`src/rtl/datapath_pkg.sv`:
```
// -----------------------------------------------------------------------------
// datapath_pkg
//   Shared encodings for the sequential datapath:
//     alu_op_t - ALU operation select (ALUop port encoding)
//     shift_t  - B-operand shifter select (shift port encoding)
//     state_t  - controller FSM states
// -----------------------------------------------------------------------------
package datapath_pkg;

    typedef enum logic [1:0] {
        ALU_ADD = 2'b00,   // A + B
        ALU_SUB = 2'b01,   // A - B
        ALU_AND = 2'b10,   // A & B
        ALU_NOT = 2'b11    // ~B
    } alu_op_t;

    typedef enum logic [1:0] {
        SH_NONE = 2'b00,   // pass through
        SH_LSL  = 2'b01,   // left by one
        SH_LSR  = 2'b10,   // logical right by one
        SH_ASR  = 2'b11    // arithmetic right by one
    } shift_t;

    typedef enum logic [2:0] {
        S_IDLE  = 3'd0,
        S_LOADA = 3'd1,
        S_LOADB = 3'd2,
        S_EXEC  = 3'd3,
        S_WB    = 3'd4
    } state_t;

endpackage

```
`src/rtl/datapath_regfile.sv`:
```
// -----------------------------------------------------------------------------
// regfile
//   NREGS x WIDTH register file, one synchronous write port, one
//   combinational read port. All entries clear on asynchronous reset.
//   Ports:
//     clk, rst_n        clock, async active-low reset
//     we, waddr, wdata  write port (rising edge)
//     raddr, rdata      combinational read port
// -----------------------------------------------------------------------------
module regfile #(
    parameter int WIDTH = 16,
    parameter int NREGS = 8,
    localparam int RW   = $clog2(NREGS)
) (
    input  logic             clk,
    input  logic             rst_n,
    input  logic             we,
    input  logic [RW-1:0]    waddr,
    input  logic [WIDTH-1:0] wdata,
    input  logic [RW-1:0]    raddr,
    output logic [WIDTH-1:0] rdata
);

    logic [WIDTH-1:0] regs [NREGS];

    always_ff @(posedge clk or negedge rst_n) begin
        if (!rst_n) begin
            for (int i = 0; i < NREGS; i++) begin
                regs[i] <= '0;
            end
        end else if (we) begin
            regs[waddr] <= wdata;
        end
    end

    assign rdata = regs[raddr];

endmodule

```
`src/rtl/datapath_seq.sv`:
```
// -----------------------------------------------------------------------------
// datapath_seq
//   Multi-cycle register-file datapath: R[rd] <= ALU(A=R[rs_a], B=shift(R[rs_b]))
//   sequenced by a five-state controller (IDLE, LOADA, LOADB, EXEC, WB).
//
//   Handshake: start is accepted only when the block is idle (IDLE state and
//   busy low); the operation fields are captured on that edge. busy rises on
//   the accepting edge and stays high through the one-cycle done pulse, so
//   start and ext_write are ignored for the whole operation including the
//   done cycle. There is no queueing.
//
//   Ports:
//     clk, rst_n                 clock, async active-low reset
//     datapath_in, ext_write,
//     ext_writenum               external register load (idle only)
//     start, rs_a, rs_b, rd,
//     shift, ALUop, asel, bsel,
//     imm, nowb                  operation request and its fields
//     busy, done                 operation status
//     datapath_out, N, V, Z      registered ALU result and status flags
//     fsm_state                  controller state, for observation
// -----------------------------------------------------------------------------
module datapath_seq
    import datapath_pkg::*;
#(
    parameter int WIDTH = 16,
    parameter int NREGS = 8,
    localparam int RW   = $clog2(NREGS)
) (
    input  logic             clk,
    input  logic             rst_n,
    input  logic [WIDTH-1:0] datapath_in,
    input  logic             ext_write,
    input  logic [RW-1:0]    ext_writenum,
    input  logic             start,
    input  logic [RW-1:0]    rs_a,
    input  logic [RW-1:0]    rs_b,
    input  logic [RW-1:0]    rd,
    input  logic [1:0]       shift,
    input  logic [1:0]       ALUop,
    input  logic             asel,
    input  logic             bsel,
    input  logic [WIDTH-1:0] imm,
    input  logic             nowb,
    output logic             busy,
    output logic             done,
    output logic [WIDTH-1:0] datapath_out,
    output logic             N,
    output logic             V,
    output logic             Z,
    output state_t           fsm_state
);

    typedef struct packed {
        logic [RW-1:0]    rs_a;
        logic [RW-1:0]    rs_b;
        logic [RW-1:0]    rd;
        shift_t           shift;
        alu_op_t          aluop;
        logic             asel;
        logic             bsel;
        logic [WIDTH-1:0] imm;
        logic             nowb;
    } cmd_t;

    state_t           state_q, state_d;
    cmd_t             cmd_q;
    logic [WIDTH-1:0] a_q, b_q, c_q;
    logic             n_q, v_q, z_q;
    logic             busy_q, done_q;

    logic             idle_free;
    logic             accept;
    logic             ext_we, wb_we, rf_we;
    logic [RW-1:0]    rf_waddr, rf_raddr;
    logic [WIDTH-1:0] rf_wdata, rf_rdata;

    logic [WIDTH-1:0] b_shift, a_in, b_in, alu_res;
    logic             alu_ovf;

    // busy stays high through the done cycle while the FSM is already back in
    // IDLE, so both conditions are needed to be truly free.
    assign idle_free = (state_q == S_IDLE) && !busy_q;
    assign accept    = idle_free && start;

    // Single write port: external loads only when free, write-back only in WB.
    // The two can never coincide because WB is not IDLE.
    assign ext_we   = idle_free && ext_write;
    assign wb_we    = (state_q == S_WB) && !cmd_q.nowb;
    assign rf_we    = ext_we || wb_we;
    assign rf_waddr = wb_we ? cmd_q.rd : ext_writenum;
    assign rf_wdata = wb_we ? c_q      : datapath_in;
    assign rf_raddr = (state_q == S_LOADA) ? cmd_q.rs_a : cmd_q.rs_b;

    regfile #(
        .WIDTH (WIDTH),
        .NREGS (NREGS)
    ) u_regfile (
        .clk   (clk),
        .rst_n (rst_n),
        .we    (rf_we),
        .waddr (rf_waddr),
        .wdata (rf_wdata),
        .raddr (rf_raddr),
        .rdata (rf_rdata)
    );

    // B shifter
    always_comb begin
        b_shift = b_q;
        case (cmd_q.shift)
            SH_NONE: b_shift = b_q;
            SH_LSL:  b_shift = {b_q[WIDTH-2:0], 1'b0};
            SH_LSR:  b_shift = {1'b0, b_q[WIDTH-1:1]};
            SH_ASR:  b_shift = {b_q[WIDTH-1], b_q[WIDTH-1:1]};
            default: b_shift = b_q;
        endcase
    end

    assign a_in = cmd_q.asel ? '0 : a_q;
    assign b_in = cmd_q.bsel ? cmd_q.imm : b_shift;

    // ALU: signed overflow when the result sign disagrees with what the
    // operand signs force (same-sign add, opposite-sign subtract).
    always_comb begin
        alu_res = '0;
        alu_ovf = 1'b0;
        case (cmd_q.aluop)
            ALU_ADD: begin
                alu_res = a_in + b_in;
                alu_ovf = (a_in[WIDTH-1] == b_in[WIDTH-1]) &&
                          (alu_res[WIDTH-1] != a_in[WIDTH-1]);
            end
            ALU_SUB: begin
                alu_res = a_in - b_in;
                alu_ovf = (a_in[WIDTH-1] != b_in[WIDTH-1]) &&
                          (alu_res[WIDTH-1] != a_in[WIDTH-1]);
            end
            ALU_AND: alu_res = a_in & b_in;
            ALU_NOT: alu_res = ~b_in;
            default: alu_res = '0;
        endcase
    end

    // Next-state logic
    always_comb begin
        state_d = state_q;
        case (state_q)
            S_IDLE:  if (accept) state_d = S_LOADA;
            S_LOADA: state_d = S_LOADB;
            S_LOADB: state_d = S_EXEC;
            S_EXEC:  state_d = S_WB;
            S_WB:    state_d = S_IDLE;
            default: state_d = S_IDLE;
        endcase
    end

    always_ff @(posedge clk or negedge rst_n) begin
        if (!rst_n) begin
            state_q <= S_IDLE;
            cmd_q   <= '0;
            a_q     <= '0;
            b_q     <= '0;
            c_q     <= '0;
            n_q     <= 1'b0;
            v_q     <= 1'b0;
            z_q     <= 1'b0;
            busy_q  <= 1'b0;
            done_q  <= 1'b0;
        end else begin
            state_q <= state_d;
            // done is registered so it lands one cycle after WB, when the
            // write-back is already visible in the register file.
            done_q  <= (state_q == S_WB);
            if (accept) begin
                cmd_q.rs_a  <= rs_a;
                cmd_q.rs_b  <= rs_b;
                cmd_q.rd    <= rd;
                cmd_q.shift <= shift_t'(shift);
                cmd_q.aluop <= alu_op_t'(ALUop);
                cmd_q.asel  <= asel;
                cmd_q.bsel  <= bsel;
                cmd_q.imm   <= imm;
                cmd_q.nowb  <= nowb;
                busy_q      <= 1'b1;
            end else if (done_q) begin
                busy_q      <= 1'b0;
            end
            if (state_q == S_LOADA) a_q <= rf_rdata;
            if (state_q == S_LOADB) b_q <= rf_rdata;
            if (state_q == S_EXEC) begin
                c_q <= alu_res;
                n_q <= alu_res[WIDTH-1];
                v_q <= alu_ovf;
                z_q <= (alu_res == '0);
            end
        end
    end

    assign busy         = busy_q;
    assign done         = done_q;
    assign datapath_out = c_q;
    assign N            = n_q;
    assign V            = v_q;
    assign Z            = z_q;
    assign fsm_state    = state_q;

endmodule

```
`config.mk`:
```
export PLATFORM = sky130hd
export DESIGN_NAME = datapath_seq
export DESIGN_NICKNAME = d
export VERILOG_FILES = /design/src/rtl/datapath_pkg.sv /design/src/rtl/datapath_regfile.sv /design/src/rtl/datapath_seq.sv
export SDC_FILE = /design/constraint.sdc
export NUM_CORES = 1
export LEC_CHECK = 0
export BUFFER_PORTS_ARGS = -buffer_cell sky130_fd_sc_hd__buf_2
export CELL_PAD_IN_SITES_DETAIL_PLACEMENT = 0
export CELL_PAD_IN_SITES_GLOBAL_PLACEMENT = 1
export CORE_MARGIN = 10
export CORE_UTILIZATION = 45
export CTS_CLUSTER_DIAMETER = 80
export DETAILED_ROUTE_END_ITERATION = 16
export PLACE_DENSITY = 0.88
export SETUP_SLACK_MARGIN = 0.02
export SYNTH_ARGS = -nofsm -noshare
export SYNTH_HDL_FRONTEND = slang
export SYNTH_SLANG_ARGS = --single-unit
```
`constraint.sdc`:
```
create_clock -name clk -period 4.35 [get_ports clk]
set_input_delay 0.435 -clock clk [delete_from_list [all_inputs] [get_ports clk]]
set_output_delay 0.435 -clock clk [all_outputs]
set_load 0.02 [all_outputs]
```
==> Word-level counts from Yosys, hierarchy flattened <==
Index checks and enable logic that the tools add are counted.
{ "totals": {"ff_bits": 216, "input_bits": 55, "out_inout_bits": 24, "word_cells": 83} }
{ "op_classes": {"n_addsub": 2, "n_lt_le_gt_ge": 3, "eq_ne": 15, "mux": 18, "n_bitwise": 4, "reduce_logical": 15} }
{ "op_table": {"columns": ["op", "count"], "rows": [
  ["bitwise mux 128 bit", 1],
  ["case mux 16 bit (4 select lines)", 2],
  ["2-to-1 mux 16 bit", 6],
  ["binary-select mux 16 bit (select 3 bit)", 1],
  ["demux 16 bit (select 3 bit)", 1],
  ["adder 16 bit", 1],
  ["AND 16 bit", 1],
  ["logical NOT 16 bit", 1],
  ["NOT 16 bit", 1],
  ["subtractor 16 bit", 1],
  ["case mux 3 bit (4 select lines)", 1],
  ["2-to-1 mux 3 bit", 3],
  ["== test 2 bit (second input constant)", 4],
  [">= comparator 4 bit (second input constant)", 2],
  ["NOT 3 -> 4 bit", 2],
  ["logical AND 1 bit", 7],
  ["== test 3 x 2 -> 1 bit (second input constant)", 2],
  ["== test 2 x 1 -> 1 bit (second input constant)", 2],
  ["logical NOT 2 bit", 2],
  ["less-than comparator 4 x 1 -> 1 bit (second input constant)", 1],
  ["== test 3 x 1 -> 1 bit (second input constant)", 1],
  ["== test 3 bit (second input constant)", 1],
  ["logical NOT 3 bit", 1],
  ["inequality test 1 bit", 3],
  ["other kinds (7)", 9]
]} }

==> Logic depth before layout (Yosys ltp) <==
{ "logic_depth": {"depth_word": 9, "depth_mapped": 17, "ltp_nobuf": 15} }

==> Hierarchy <==
From an unflattened synthesis, not the netlist that was laid out.
{ "unflattened": {"cells_unflattened": 983, "hier_area_um2": 12177.9} }
{ "by_module_without_submodules": {"columns": ["module", "instances", "cells_each", "area_per_inst_um2", "seq_area_each_um2"], "rows": [
  ["datapath_seq", 1, 647, 6248.5, 2177.1],
  ["regfile", 1, 336, 5929.4, 3203.1]
]} }

==> Least setup slack after synthesis <==
Ideal clock, no wire load.
{ "synth_timing": {"kind": "reg-to-reg", "startpoint": "register cmd_q[22] in the netlist's numbering", "endpoint": "register z_q (netlist: Z)", "setup_ps": 121, "t_arrival_ps": 3392, "required_time_ps": 4229, "slack_ps": 837, "stages_incl_launch_ff": 17, "n_path_buf": 3, "period_less_slack_ps": 3513, "path_cell_list": "dfrtp_1 -> buf_2 -> buf_2 -> buf_2 -> a22oi_1 -> o21ai_1 -> ha_1 -> fa_1 -> a211oi_1 -> o21ai_0 -> o21ai_1 -> o21ai_1 -> a2111oi_1 -> xnor2_1 -> o211ai_1 -> nor4b_2 -> a32o_2"} }
{ "synth_via": {"elab_chain_cells": 6, "word_cells_on_any_way": 12, "classes_between": "2 x add/sub; 3 x eq/ne; 3 x mux; 2 x bitwise; 2 x reduce/logical"} }
{ "synth_lines": {"columns": ["element", "line_no", "source"], "rows": [
  ["start, declared", "datapath_seq.sv:67", "cmd_t cmd_q;"],
  ["== test 2 bit, or another cell as far along", "datapath_seq.sv:111", "case (cmd_q.shift)"],
  ["case mux 16 bit (4 select lines) (*)", "datapath_seq.sv:111", null],
  ["2-to-1 mux 16 bit (*)", "datapath_seq.sv:121", "assign b_in = cmd_q.bsel ? cmd_q.imm : b_shift;"],
  ["subtractor 16 bit, or another cell as far along", "datapath_seq.sv:135", "alu_res = a_in - b_in;"],
  ["case mux 16 bit (4 select lines) (*)", "datapath_seq.sv:128", "case (cmd_q.aluop)"],
  ["logical NOT 16 bit (*)", "datapath_seq.sv:195", "z_q <= (alu_res == '0);"],
  ["end signal, assigned", "datapath_seq.sv:195", null],
  ["end, declared", "datapath_seq.sv:69", "logic n_q, v_q, z_q;"]
]} }
Every way passes the cells marked *; elsewhere a longest branch is shown, timed or not.
A chain may end at the register's enable or synchronous reset.

==> Worst setup path in the final report <==
{ "layout_timing": {"startpoint": "register cmd_q[21] in the netlist's numbering", "endpoint": "register z_q (netlist: Z)"} }
Same word-level chain as after synthesis.

==> qor.tcl <==
set qor(port_buffers) 78
set qor(grt_pass1_wl_mm) 53.0
set qor(status) {complete, but fails checks}
set qor(ys_seq_area_share_pct) 46.1
set qor(finalCoreUtilization_pct) 52.3
set qor(p_switching_w) 0.000916
set qor(post_synth_edffs) 0
set qor(groute.usage.overall_pct) 19.8
set qor(dp_hpwl_mm) 22.7
set qor(internal_power_w) 0.00328
set qor(num_vias) 9731
set qor(commonest_non_fill_non_tap_cell_in_the_layout) {nand2_1}
set qor(gp_routability_congestion) 0.898
set qor(mean_number_of_vias_per_cell) 5.63
set qor(post_drt_wl_per_cell_microns) 19.2
set qor(post-place-cells) 1685
set qor(clkPwrFrac_pct) 50.0
set qor(drcViolationCount) 0
set qor(final.period_utilization_pct) 91.3
set qor(worstSetupStartpointType) {register}
set qor(layout.cells.non_filler) 1728
set qor(max-cap-violations) 0
set qor(synthCells) 1340
set qor(core-area_sq_um) 25300
set qor(violations) {hold timing}
set qor(slew_headroom_pct) 28.0
set qor(area_growth_pct) 13.4
set qor(commonest_cells_after_routing_fill_and_taps_aside) {nand2_1 (259), dfrtp_1 (212), nor2_1 (124)}
set qor(synthFlopType) {dfrtp_1}
set qor(fin_setup_tns_ns) 0
set qor(fmaxAchievable_mhz) 252
set qor(min_period_ns) 3.97
set qor(worst-endpoint-arrival_ns) 4.43
set qor(global_route.overflow_total) 0
set qor(clock_path_buffers) 3
set qor(postRouteAntennaNets) 0
set qor(cts_hold_buffers) 0
set qor(antenna_found_initial) 0
set qor(synth_fp_nets) 1428
set qor(cts-buffers-inserted) 25
set qor(min_delay_worst_type) {in2async}
set qor(slowest_delay_ns) 0.51
set qor(path_max_fanout) 11
set qor(final-hold-violation-count) 21
set qor(drt_first_pass_iters) 7
set qor(rsz0062_at_grt) {no}
set qor(final_max_slew_viol_count) 0
set qor(chipWidth_microns) 181
set qor(yosysWarningCount) 0
set qor(critPathCaptureType) {register}
set qor(cp.required_ns) 4.81
set qor(netlist-cell-type-count) 70
set qor(cts_max_level) 1
set qor(vertical_extent_of_the_die_microns) 181
set qor(clock-skew-final_ns) 0.0269
set qor(detail_route.wirelength_mm) 33.2
set qor(synth-seq-cells) 215
set qor(final-setup-viol-count) 0
set qor(post_synth_instance_area_sq_um) 11700
set qor(clock_tree_from_tritoncts) {yes}
set qor(die_area_sq_um) 32800
set qor(first_global_vias) 9466
set qor(clock_latency_ns) 0.54
set qor(switching_share_pct) 21.9
set qor(layout.filler_cells) 2352
set qor(antenna_cells) 0
set qor(clock-root-buffer) {clkbuf_16}
set qor(fp-row-count) 58
set qor(share_of_cells_above_drive_strength_1_pct) 15.0
set qor(tightest_slew_ns) 1.05
set qor(total_leakage_power_nw) 6.04
set qor(layout.nets) 1470
set qor(share_of_flip_flops_with_an_asynchronous_set_or_reset_after_synthesis_pct) 100
set qor(critical_path.cell_chain) {mux2_1 > o221ai_1 > inv_1 > ha_1 > a21oi_1 > a21oi_1 > o21ai_1 > o21ai_1 > a2111oi_1 > xnor2_1 > o211ai_1 > nor4b_2 > a32o_2}
set qor(postSynthAreaPerCell_sq_um) 8.71
set qor(hold_slack_ns) -0.0577
set qor(cts.sinks) 215
set qor(pwr-share-comb_pct) 2.3
set qor(critical_path_class) {reg2reg}
set qor(start_util_pct) 46.1
set qor(power.share.sequential_pct) 47.7
set qor(cts.clk_slew.worst_paths_ns) 0.06
set qor(maximum_vdd_drop_uv) 266
set qor(drt_iter0_markers) 752
set qor(grt_max_degree) 117
set qor(io_pins) 79
set qor(cpMaxStageDelayCell) {dfrtp_2}
set qor(power.density_nw_per_um2) 317
## power groups by stage
stage                     Clock (W)  Combinational (W)  Sequential (W)
final                       0.00209          0.0000965         0.00200
after global routing        0.00222           0.000110         0.00200
after CTS                   0.00213           0.000100         0.00200
after detailed placement          0          0.0000998         0.00204
after global placement            0          0.0000990         0.00204
after floorplan                   0          0.0000166         0.00204
## worst max-delay path, delay by kind of cell, from the launching register on
| kind | cells | cell delay [ns] |
|---|---|---|
| buffers and inverters | 1 | 0.09 |
| DFF | 1 | 0.51 |
| xor gates and xnor gates | 1 | 0.20 |
| and+or+nand+nor | 1 | 0.26 |
| adders and majority gates | 1 | 0.45 |
| AOI/OAI and AO/OA | 8 | 2.02 |
| muxes | 1 | 0.35 |
## synth_stat cells, types with 29 or more instances
library cell	number	share of area (%)
ha_1	31	3.3
a21oi_1	123	5.3
o21ai_0	82	3.5
clkbuf_1	71	2.3
mux2_2	38	3.7
dfrtp_1	215	46
o21ai_1	29	1.2
nand3_1	40	1.7
inv_1	32	1.0
nand2_1	259	8.3
mux2i_1	39	3.3
nor2_1	128	4.1
## layout make-up
type                            instances  area [sq um]  share of cell area, %
Clock inverter                          7          75.1                  0.567
Sequential cell                       215          5380                   40.7
Tap cell                              330           413                   3.12
Inverter                               35           131                  0.992
Timing Repair Buffer                  104           633                   4.78
Multi-Input combinational cell       1001          5860                   44.2
Clock buffer                           36           747                   5.64
## layer usage
| layer | track usage [%] | part of all wire, % | vias up |
|---|---|---|---|
| li1 | - | - | 4727 |
| met1 | 25.0 | 43 | 4631 |
| met5 | 0 | 0 | - |
| met4 | 8.30 | 4.1 | 0 |
| met2 | 33.0 | 48 | 303 |
| met3 | 3.12 | 5.6 | 70 |
## registers in the layout (all words and copies together) (netlist names)
register,cells
done,1
V,1
a_q,16
Z,1
datapath_out,16
busy,1
fsm_state,3
cmd_q,32
b_q,16
u_regfile.regs,128
## stage by stage
stage	area [sq um]	hold slack [ns]	setup WS, ns	power (W)
after global routing	13200	0.0238	0.0526	0.00433
after detailed placement	12400	0.439	0.390	0.00214
after floorplan	11700	0.139	0.837	0.00205
final	13200	-0.0577	0.379	0.00419
after global placement	12400	0.426	0.453	0.00214
after CTS	13200	0.0230	0.336	0.00423
## cell families (layout without fill, tap and decap cells)
| kind of cell | Yosys count | count (layout) | share of synthesized area, % |
|---|---|---|---|
| fa+ha+maj | 33 | 33 | 3.67 |
| buf+inv | 124 | 182 | 4.23 |
| compound gates | 331 | 331 | 16.6 |
| xor+xnor | 9 | 9 | 0.675 |
| mux | 88 | 88 | 8.39 |
| simple gates | 540 | 540 | 20.4 |
| flops | 215 | 215 | 46.1 |
## final timing paths
kind | start | endpoint | slack [ns] | cells after the start
setup / recovery | cmd_q[21]$_DFFE_PN0P_ | Z$_DFFE_PN0P_ | 0.38 | 13
hold / removal | rst_n | u_regfile.regs[42]$_DFFE_PN0P_ | -0.06 | 1
setup reg to reg | cmd_q[21]$_DFFE_PN0P_ | Z$_DFFE_PN0P_ | 0.38 | 13
hold reg to reg | done$_DFF_PN0_ | busy$_DFFE_PN0P_ | 0.45 | 1
max in group asynchronous | rst_n | u_regfile.regs[40]$_DFFE_PN0P_ | 3.40 | 2
min in group clk | imm[1] | cmd_q[2]$_DFFE_PN0P_ | 0.12 | 2
## timing repair
action	CTS	global route
endpoints found under the hold margin	0	0
setup buffers	0	0
gates resized for setup	0	3
endpoints found under the setup margin	0	1
Power figures use the tool's default switching activity.
